`config.mk`:
```
export PLATFORM = sky130hd
export DESIGN_NAME = shift_reg_univ
export DESIGN_NICKNAME = d
export VERILOG_FILES = /design/src/rtl/shift_reg_univ_pkg.sv /design/src/rtl/shift_reg_univ_ctrl.sv /design/src/rtl/shift_reg_univ.sv
export SDC_FILE = /design/constraint.sdc
export NUM_CORES = 1
export LEC_CHECK = 0
export ABC_CLOCK_PERIOD_IN_PS = 1100
export CAP_MARGIN = 20
export CORE_MARGIN = 3
export CORE_UTILIZATION = 43
export CTS_BUF_LIST = sky130_fd_sc_hd__clkbuf_8
export DETAILED_ROUTE_END_ITERATION = 8
export PLACE_DENSITY = 0.84
export SETUP_SLACK_MARGIN = 0.3
export SLEW_MARGIN = 20
export SYNTH_ARGS = -nofsm -noshare
export SYNTH_HDL_FRONTEND = slang
export SYNTH_SLANG_ARGS = --single-unit
export TNS_END_PERCENT = 10
```
`constraint.sdc`:
```
create_clock -name clk -period 1.1 [get_ports clk]
set_input_delay 0.11 -clock clk [delete_from_list [all_inputs] [get_ports clk]]
set_output_delay 0.11 -clock clk [all_outputs]
set_load 0.05 [all_outputs]
```
`src/rtl/shift_reg_univ_pkg.sv`:
```
// Shared types for the universal shift register: mode encodings, serialiser FSM states
// and the bit-counter width helper.
package shift_reg_univ_pkg;

  typedef enum logic [2:0] {
    MODE_HOLD  = 3'b000,
    MODE_SHR   = 3'b001,
    MODE_SHL   = 3'b010,
    MODE_LOAD  = 3'b011,
    MODE_ROTR  = 3'b100,
    MODE_ROTL  = 3'b101,
    MODE_ASHR  = 3'b110,
    MODE_HOLD2 = 3'b111
  } mode_e;

  typedef enum logic {
    ST_IDLE  = 1'b0,
    ST_SHIFT = 1'b1
  } state_e;

  function automatic int cnt_width(input int width);
    return (width > 2) ? $clog2(width) : 1;
  endfunction

endpackage

```
`src/rtl/shift_reg_univ_ctrl.sv`:
```
// Frame serialiser control: IDLE/SHIFT FSM and bit counter; flags an accepted start,
// holds busy for WIDTH cycles and pulses done on the edge performing the last shift.
module shift_reg_univ_ctrl
  import shift_reg_univ_pkg::*;
#(
  parameter int WIDTH = 8
) (
  input  logic clk,
  input  logic rst,
  input  logic i_start,
  output logic o_start_acc,
  output logic o_busy,
  output logic o_done
);

  localparam int CW = cnt_width(WIDTH);
  localparam logic [CW-1:0] LAST = CW'(WIDTH - 1);

  state_e          r_state;
  state_e          w_state_nxt;
  logic [CW-1:0]   r_cnt;
  logic            r_done;
  logic            w_last;

  assign w_last = (r_cnt == LAST);

  always_ff @(posedge clk or negedge rst) begin
    if (!rst) r_state <= ST_IDLE;
    else      r_state <= w_state_nxt;
  end

  always_comb begin
    w_state_nxt = r_state;
    case (r_state)
      ST_IDLE:  if (i_start) w_state_nxt = ST_SHIFT;
      ST_SHIFT: if (w_last)  w_state_nxt = ST_IDLE;
      default:               w_state_nxt = ST_IDLE;
    endcase
  end

  always_comb begin
    o_busy      = (r_state == ST_SHIFT);
    o_start_acc = (r_state == ST_IDLE) && i_start;
    o_done      = r_done;
  end

  // done is registered so it appears in the cycle after the final shift, with busy low
  always_ff @(posedge clk or negedge rst) begin
    if (!rst) begin
      r_cnt  <= '0;
      r_done <= 1'b0;
    end else begin
      r_done <= (r_state == ST_SHIFT) && w_last;
      if (o_start_acc)               r_cnt <= '0;
      else if (r_state == ST_SHIFT)  r_cnt <= r_cnt + 1'b1;
    end
  end

endmodule

```
`src/rtl/shift_reg_univ.sv`:
```
// Universal shift register (hold/shift/load/rotate/arith-shift) with an optional frame
// serialiser compiled in by SHIFT_REG_UNIV_FRAME_EN.
module shift_reg_univ
  import shift_reg_univ_pkg::*;
#(
  parameter int WIDTH = 8
) (
  input  logic             clk,
  input  logic             rst,
  input  logic [2:0]       mode,
  input  logic             sin,
  input  logic [WIDTH-1:0] din,
  input  logic             start,
  output logic [WIDTH-1:0] q,
  output logic             so,
  output logic             busy,
  output logic             done
);

  logic [WIDTH-1:0] r_q;
  logic [WIDTH-1:0] w_q_mode;
  logic             w_start_acc;
  logic             w_busy;
  logic             w_done;

`ifdef SHIFT_REG_UNIV_FRAME_EN
  shift_reg_univ_ctrl #(.WIDTH(WIDTH)) u_ctrl (
    .clk         (clk),
    .rst         (rst),
    .i_start     (start),
    .o_start_acc (w_start_acc),
    .o_busy      (w_busy),
    .o_done      (w_done)
  );
`else
  logic w_unused_start;
  assign w_unused_start = start;
  assign w_start_acc    = 1'b0;
  assign w_busy         = 1'b0;
  assign w_done         = 1'b0;
`endif

  always_comb begin
    w_q_mode = r_q;
    case (mode_e'(mode))
      MODE_SHR:  w_q_mode = {sin, r_q[WIDTH-1:1]};
      MODE_SHL:  w_q_mode = {r_q[WIDTH-2:0], sin};
      MODE_LOAD: w_q_mode = din;
      MODE_ROTR: w_q_mode = {r_q[0], r_q[WIDTH-1:1]};
      MODE_ROTL: w_q_mode = {r_q[WIDTH-2:0], r_q[WIDTH-1]};
      MODE_ASHR: w_q_mode = {r_q[WIDTH-1], r_q[WIDTH-1:1]};
      default:   w_q_mode = r_q;
    endcase
  end

  // Frame activity owns the register; mode only acts when idle and no start is taken
  always_ff @(posedge clk or negedge rst) begin
    if (!rst)             r_q <= '0;
    else if (w_start_acc) r_q <= din;
    else if (w_busy)      r_q <= {sin, r_q[WIDTH-1:1]};
    else                  r_q <= w_q_mode;
  end

  assign q    = r_q;
  assign so   = r_q[0];
  assign busy = w_busy;
  assign done = w_done;

endmodule

```
# After elaboration in Yosys (flattened, before gate mapping)
# Index checks and enable logic that the tools add are counted.
[op_classes]
n_bitwise = 1
eq_ne = 6
muxes = 1
n_reduce_logical = 3
[op_table]
columns = ["cell", "count"]
rows = [
  ["case mux 8 bit (6 select lines)", 1],
  ["equality test 3 bit, second input constant", 3],
  ["equality test 3 x 2 -> 1 bit, second input constant", 2],
  ["nonzero test 6 bit", 1],
  ["nonzero test 5 bit", 1],
  ["equality test 3 x 1 -> 1 bit, second input constant", 1],
  ["AND reduction 2 bit", 1],
  ["NOT 1 bit", 1],
]
[totals]
ff_bits = 8
wordCells = 13
output_inout_bits = 11

# Depth between registers and ports, before layout
# Gate-level depths: netlist (run 1).
[logic_depth]
word_depth = 3
mapped_depth = 6
mapped_depth_nobuf = 4

# Worst setup path after synthesis (run 1)
# OpenSTA, ideal clock, no wires.
[synth_path]
path_type = "flip-flop to flip-flop"
from = "register, netlist name q[6]"
to = "register r_q[6] (netlist: q[6])"
period_less_slack_ns = 1.403
arrival_time_ns = 1.309
required_time_ns = 1.006
path_slack_ns = -0.303
setup_time_ns = 0.094
path_buffers = 0
stages_incl_launch_ff = 4
cell_sequence = "dfrtp_1 -> nor2b_1 -> mux2_2 -> a221oi_2"
[synth_lines]
columns = ["item", "line_no", "source"]
rows = [
  ["end signal: assignment", "shift_reg_univ.sv:59", "else if (w_start_acc) r_q <= din;"],
  ["end signal: assignment", "shift_reg_univ.sv:60", "else if (w_busy) r_q <= {sin, r_q[WIDTH-1:1]};"],
  ["end signal: assignment", "shift_reg_univ.sv:61", "else r_q <= w_q_mode;"],
  ["end: declaration", "shift_reg_univ.sv:20", "logic [WIDTH-1:0] r_q;"],
]

# Final worst setup path (run 1)
[layout_path]
from = "register r_q[4] (netlist: q[4])"
to = "register r_q[3] (netlist: q[3])"
[layout_between]
elab_chain_cells = 1
[layout_lines]
columns = ["item", "line_no", "source"]
rows = [
  ["case mux 8 bit (6 select lines)", "shift_reg_univ.sv:45", "case (mode_e'(mode))"],
]
# Every way passes these cells.
# A chain may end at the register's enable or synchronous reset.

==> run metrics, run 1 <==
Max-Cap Viols 0; vias in the first global route between 900 and 1k; Pleak between 0.5 and 0.6 nW; total iterations of the first detailed-routing run 4; Final Instance Area ~0.0015 mm^2; num rows 15; gr ovfl total 0; share of the synthesized area in the top cell type between 20% and 30%; first-pass GRT wire length between 4000 and 5000 um; Bufs on Longest Clock Path 2; CP Max Fanout 7; Nets between 150 and 200; clk_skew between 0.003 and 0.004 ns; final count of negative-setup-slack endpoints 9; DR DRC count 0; Syn-to-layout area delta 79.7%; Post-Syn Area 807 um^2; DR vias/cell 6.05; clock sink total 8; r2r endpoint q[3]; Synth cell types 33; Hold Crit Class input pin to async pin; Yosys top cell by area dfrtp_1; die outline width approximately 50 um; violated checks setup timing; Worst Reg2Reg Path Length in Cells 3; path type of the worst setup path flip-flop to flip-flop; proportion of layout cells with a drive suffix above 1 53.2%; sequential area share after synthesis 24.8%; crit path launch type flip-flop; Fin. Hold Viols 0; largest net degree at the start of global routing 15; r2r startpoint q[4]; post-route worst setup slack -0.0732 ns; cell family with most CP delay multiplexers; Synth Register Bits 8; number of port buffers 22; setup TNS -0.258 ns; die area around 0.0024 mm^2; crit path cell chain mux4_2, nand2_1, o21ai_1; H-Tree Depth 1; worst skew pair latency around 0.23 ns; Slowest cell on crit path mux4_2; # diodes 0; max FFs per register 8; DRT iter0 DRCs 32; CTS tree yes; CP endpoint kind flip-flop; Required @ worst endpoint around 1.2 ns; RSZ-0062 raised after global routing yes; Initial Util 46.2%; Period minus WS final 1.17 ns; Vias 992; Non-Filler Instances around 160; Synth Warn # 0; GP Congestion about 0.85; initial antenna violation count 0; top cells by area, synth dfrtp_1, a221oi_2, buf_6; routed len/inst approximately 19 um; final period utilization 107%; commonest non-fill, non-tap cells in the layout buf_4, buf_12, clkdlybuf4s50_1; final hold slack 0.196 ns; crit path capture q[3]; pre-CTS setup slack -0.450 ns; Fillers a little under 100; Slew Viols, Final 0; PD cells approximately 1300 mW/mm^2; Max Clk Rate approximately 850 MHz; crit path buf inv count 0; Reg clk slew, reported paths ~0.04 ns; most common cell after layout, fill and taps aside buf_4; Root Buffer clkbuf_8; DP HPWL 1590 um; Critical Path AT roughly 1.3 ns; dpl cells ~160; Worst setup startpoint q[4]; CP peak stage delay 0.47 ns; IO Pins 26; Die Height between 40 and 50 um; Mapped Cells 96; Crit path depth 3; run status finished, violations left; Max IR drop VDD approximately 0.00096 V; Final ANT Viol Nets 0; total track usage 24.8%; R2R setup slack -0.07 ns; core footprint roughly 0.0017 mm^2; average cell area after synthesis between 8 and 9 um^2; TritonCTS buffer count 3; Post-Route WL roughly 3200 um; Placed Instance Area about 0.0012 mm^2
## stage by stage
stage | total power [W] | util [%]
after detailed placement | 0.00143 | 71.5
after floorplan | 0.000935 | -
after global routing | 0.00202 | 83.1
final | 0.00195 | 83.1
after CTS | 0.00185 | 79.4
after global placement | 0.00141 | 71.5
## layout make-up
| cell class | instances | area (um^2) | share of cell area (%) |
|---|---|---|---|
| Clock buffer | 3 | 41.3 | 2.85 |
| Timing Repair Buffer | 49 | 578 | 39.9 |
| Multi-Input combinational cell | 75 | 572 | 39.4 |
| Tap cell | 25 | 31.3 | 2.16 |
| Sequential cell | 8 | 210 | 14.5 |
| Inverter | 4 | 17.5 | 1.21 |
## how the worst min path moves through the flow
stage	start	end	slack, ns	cells past startpoint
after global placement	rst	q[0]	0.43	1
after CTS	rst	q[7]	0.20	1
after detailed placement	rst	q[0]	0.44	1
after global routing	rst	q[7]	0.21	1
after floorplan	rst	q[0]	-0.19	0
final	rst	q[7]	0.20	1
## power by group
part           switching (W)  total [W]  leakage [nW]  internal, W
registers          0.0000838   0.000442        0.0812     0.000358
logic               0.000564    0.00115         0.494     0.000591
clock network       0.000116   0.000353        0.0216     0.000237
total               0.000764    0.00195         0.597      0.00119
## repair_timing
item / CTS / global route
pin swaps: 9 / 7
setup buffers: 1 / 2
hold buffers: 0 / 0
gates cloned: 3 / 0
gates resized for setup: 21 / 10
hold endpoints to repair: 0 / 0
endpoints found under the setup margin: 17 / 17
## synth_stat cells
master / n
o31ai_1: 2
a21boi_0: 1
a32oi_1: 1
or3_1: 5
o21a_1: 1
inv_1: 3
o2bb2ai_1: 1
a221oi_2: 3
a221oi_1: 3
mux2i_1: 1
mux4_1: 1
buf_4: 4
nor3_1: 4
or2b_1: 3
buf_6: 4
mux2_2: 3
or4_4: 1
conb_1: 1
nor3_2: 1
nand2b_1: 3
buf_8: 1
buf_2: 1
nor2_1: 8
a21oi_1: 6
nor2b_1: 2
nor2_2: 1
dfrtp_1: 8
o21ai_2: 1
nand2_1: 8
o22ai_1: 6
o21ai_1: 1
inv_2: 1
o21ai_0: 6
## cells by family (layout without fill, tap and decap cells)
kind of cell           count (synthesis)  after routing  synth area share (%)
muxes                                  5              5                  8.68
and+or+nand+nor                       36             36                  23.9
other                                  1              2                 0.465
AOI/OAI and AO/OA                     32             32                  28.5
DFF                                    8              8                  24.8
buffers and inverters                 14             56                  13.6
## layer usage
| metal | vias to the layer above | GRT usage (%) | routed length [um] |
|---|---|---|---|
| met1 | 491 | 28.6 | 1260 |
| met4 | 0 | 9.48 | 83 |
| li1 | 438 | - | - |
| met2 | 52 | 44.0 | 1630 |
| met5 | - | 0 | 0 |
| met3 | 11 | 5.50 | 197 |
(Power assumes the default switching activity.)
==> run 2: changes to the inputs <==
--- a/config.mk
+++ b/config.mk
@@ -5,10 +5,11 @@
 export SDC_FILE = /design/constraint.sdc
 export NUM_CORES = 1
 export LEC_CHECK = 0
+export ABC_AREA = 1
 export ABC_CLOCK_PERIOD_IN_PS = 1100
 export CAP_MARGIN = 20
-export CORE_MARGIN = 3
-export CORE_UTILIZATION = 43
+export CORE_MARGIN = 8
+export CORE_UTILIZATION = 39
 export CTS_BUF_LIST = sky130_fd_sc_hd__clkbuf_8
 export DETAILED_ROUTE_END_ITERATION = 8
 export PLACE_DENSITY = 0.84
==> run metrics, run 2 <==
run status complete, no violations; clock sink total 8; Fin. Hold Viols 0; clk_skew approximately 0.0016 ns; proportion of layout cells with a drive suffix above 1 between 30 and 40%; DP HPWL between 1000 and 1500 um; crit path buf inv count 1; GP Congestion around 0.85; EDFF count, synth 0; Final Instance Area 0.00101 mm^2; cell family with most CP delay flip-flops; total iterations of the first detailed-routing run 4; Worst Reg2Reg Path Length in Cells 4; final count of negative-setup-slack endpoints 0; share of the synthesized area in the top cell type 32.9%; sequential area share after synthesis between 30% and 40%; crit path launch type flip-flop; Max Clk Rate ~1000 MHz; worst skew pair latency around 0.23 ns; Pleak between 0.5 and 0.6 nW; # diodes 0; Synth cell types 18; met2 global-route usage 19.9%; IO Pins 26; Post-Syn Area 608 um^2; first-pass GRT wire length about 3100 um; Synth Register Bits 8; Post-synth ARST share between 90% and 100%; CTS tree yes; DR vias/cell between 5 and 6; CP peak stage delay around 0.46 ns; core footprint between 0.001 and 0.0015 mm^2; H-Tree Depth 1; Bufs on Longest Clock Path 2; largest net degree at the start of global routing 9; DRT iter0 DRCs 20; Root Buffer clkbuf_8; Reg area 210 um^2; initial antenna violation count 0; Slowest cell on crit path dfrtp_2; Nets about 140; Multi-input gate area roughly 350 um^2; most numerous cell in the Yosys netlist nand2_1; Initial Util between 40% and 50%; Top Usage Layer GRT met2; Yosys top cell by area dfrtp_1; Max-Cap Viols 0; most common cell after layout, fill and taps aside nand2_1; path type of the worst setup path flip-flop to primary output; Placed Instance Area ~970 um^2; most common library cells after synthesis nand2_1, nor2_1, dfrtp_1; Critical Path AT between 0.8 and 0.9 ns; met3 usage around 6.4%; Synth Warn # 0; R2R setup slack 0.17 ns; max FFs per register 8; Reg clk slew, reported paths around 0.040 ns; Mapped Cells 98; r2r endpoint q[7]; die outline width 55.5 um; num rows 14; met1 global-route usage approximately 13%; Slew Viols, Final 0; Die Height around 55 um; final period utilization between 80% and 90%; CP endpoint kind primary output; total track usage about 12%; Max IR drop VDD 0.00127 V; Final ANT Viol Nets 0; most used flip-flop cell after synthesis dfrtp_1; number of port buffers 22; crit path cell chain buf_12; vias in the first global route 720; PD cells 1630 mW/mm^2; RSZ-0062 raised after global routing yes; Vias 714; commonest non-fill, non-tap cells in the layout nand2_1, nor2_1, clkdlybuf4s50_1; Hold Crit Class input pin to async pin; setup TNS 0 ns; CP Max Fanout 5; routed len/inst ~13 um; Syn-to-layout area delta 65.4%; Fillers 108; top cells by area, synth dfrtp_1, nand2_1, nor2_1; die area between 0.003 and 0.004 mm^2; Required @ worst endpoint between 0.9 and 1 ns; Post-Route WL 1860 um; setup bufs post-CTS 0; TritonCTS buffer count 3; Period minus WS final 0.977 ns; gr ovfl total 0; average cell area after synthesis about 6.2 um^2; DR DRC count 0; r2r startpoint q[0]
run 2: timing repair:
action                                  CTS  global route
gates resized for setup                   4             8
endpoints found under the setup margin   17            17
gates cloned                              0             0
hold buffers                              0             0
run 2: worst register-to-register path: stages, from the launching register on:
cell and delay (ns):
dfrtp_2 0.46, nand2_1 0.09, o21ai_0 0.08, o21ai_1 0.12, nand2_1 0.06
run 2: metal layers:
| layer | share of wire (%) | routed length, um |
|---|---|---|
| met1 | 39 | 719 |
| met2 | 51 | 951 |
| met3 | 7.8 | 145 |
| met4 | 2.4 | 45 |
| met5 | 0 | 0 |
run 2: worst max-delay path by stage:
| stage | startpoint | to | slack (ns) | cells after the start |
|---|---|---|---|---|
| after detailed placement | mode[1] | q[6] | -0.39 | 8 |
| after CTS | q[0] | q[0] | 0.13 | 1 |
| final | q[0] | q[0] | 0.12 | 1 |
| after global routing | q[0] | q[0] | 0.1 | 1 |
| after global placement | mode[2] | q[4] | -0.30 | 7 |
| after floorplan | q[7] | q[0] | 0.16 | 6 |
run 2: final cells by class:
cell class                      instances  area share (%)
Clock buffer                            3            4.10
Sequential cell                         8            20.9
Inverter                               11            4.48
Tap cell                               16            1.99
Timing Repair Buffer                   28            33.8
Multi-Input combinational cell         76            34.7
run 2: through the flow:
| step | hold WS [ns] | util (%) | instances | total power (W) | worst slack, ns |
|---|---|---|---|---|---|
| detailed placement | 0.427 | 65.0 | 139 | 0.00129 | -0.388 |
| global route | 0.202 | 67.6 | 142 | 0.00174 | 0.0999 |
| global placement | 0.416 | 65.0 | 139 | 0.00127 | -0.298 |
| floorplan | -0.186 | - | 99 | 0.000858 | 0.158 |
| CTS | 0.185 | 67.6 | 142 | 0.00164 | 0.129 |
| finish | 0.177 | 67.6 | 142 | 0.00164 | 0.123 |
run 2: cells by family (layout without fill, tap and decap cells):
family	count (synthesis)	in the layout	synth area share (%)
compound gates	9	9	8.02
buf+inv	15	42	11.7
flops	8	8	32.9
other cells	1	2	0.617
simple gates	65	65	46.7
run 2: power breakdown:
group          internal [W]  total (W)  switching (W)
Combinational      0.000375   0.000814       0.000439
Sequential         0.000368   0.000473       0.000105
Clock              0.000237   0.000353       0.000116
Total              0.000980    0.00164       0.000661
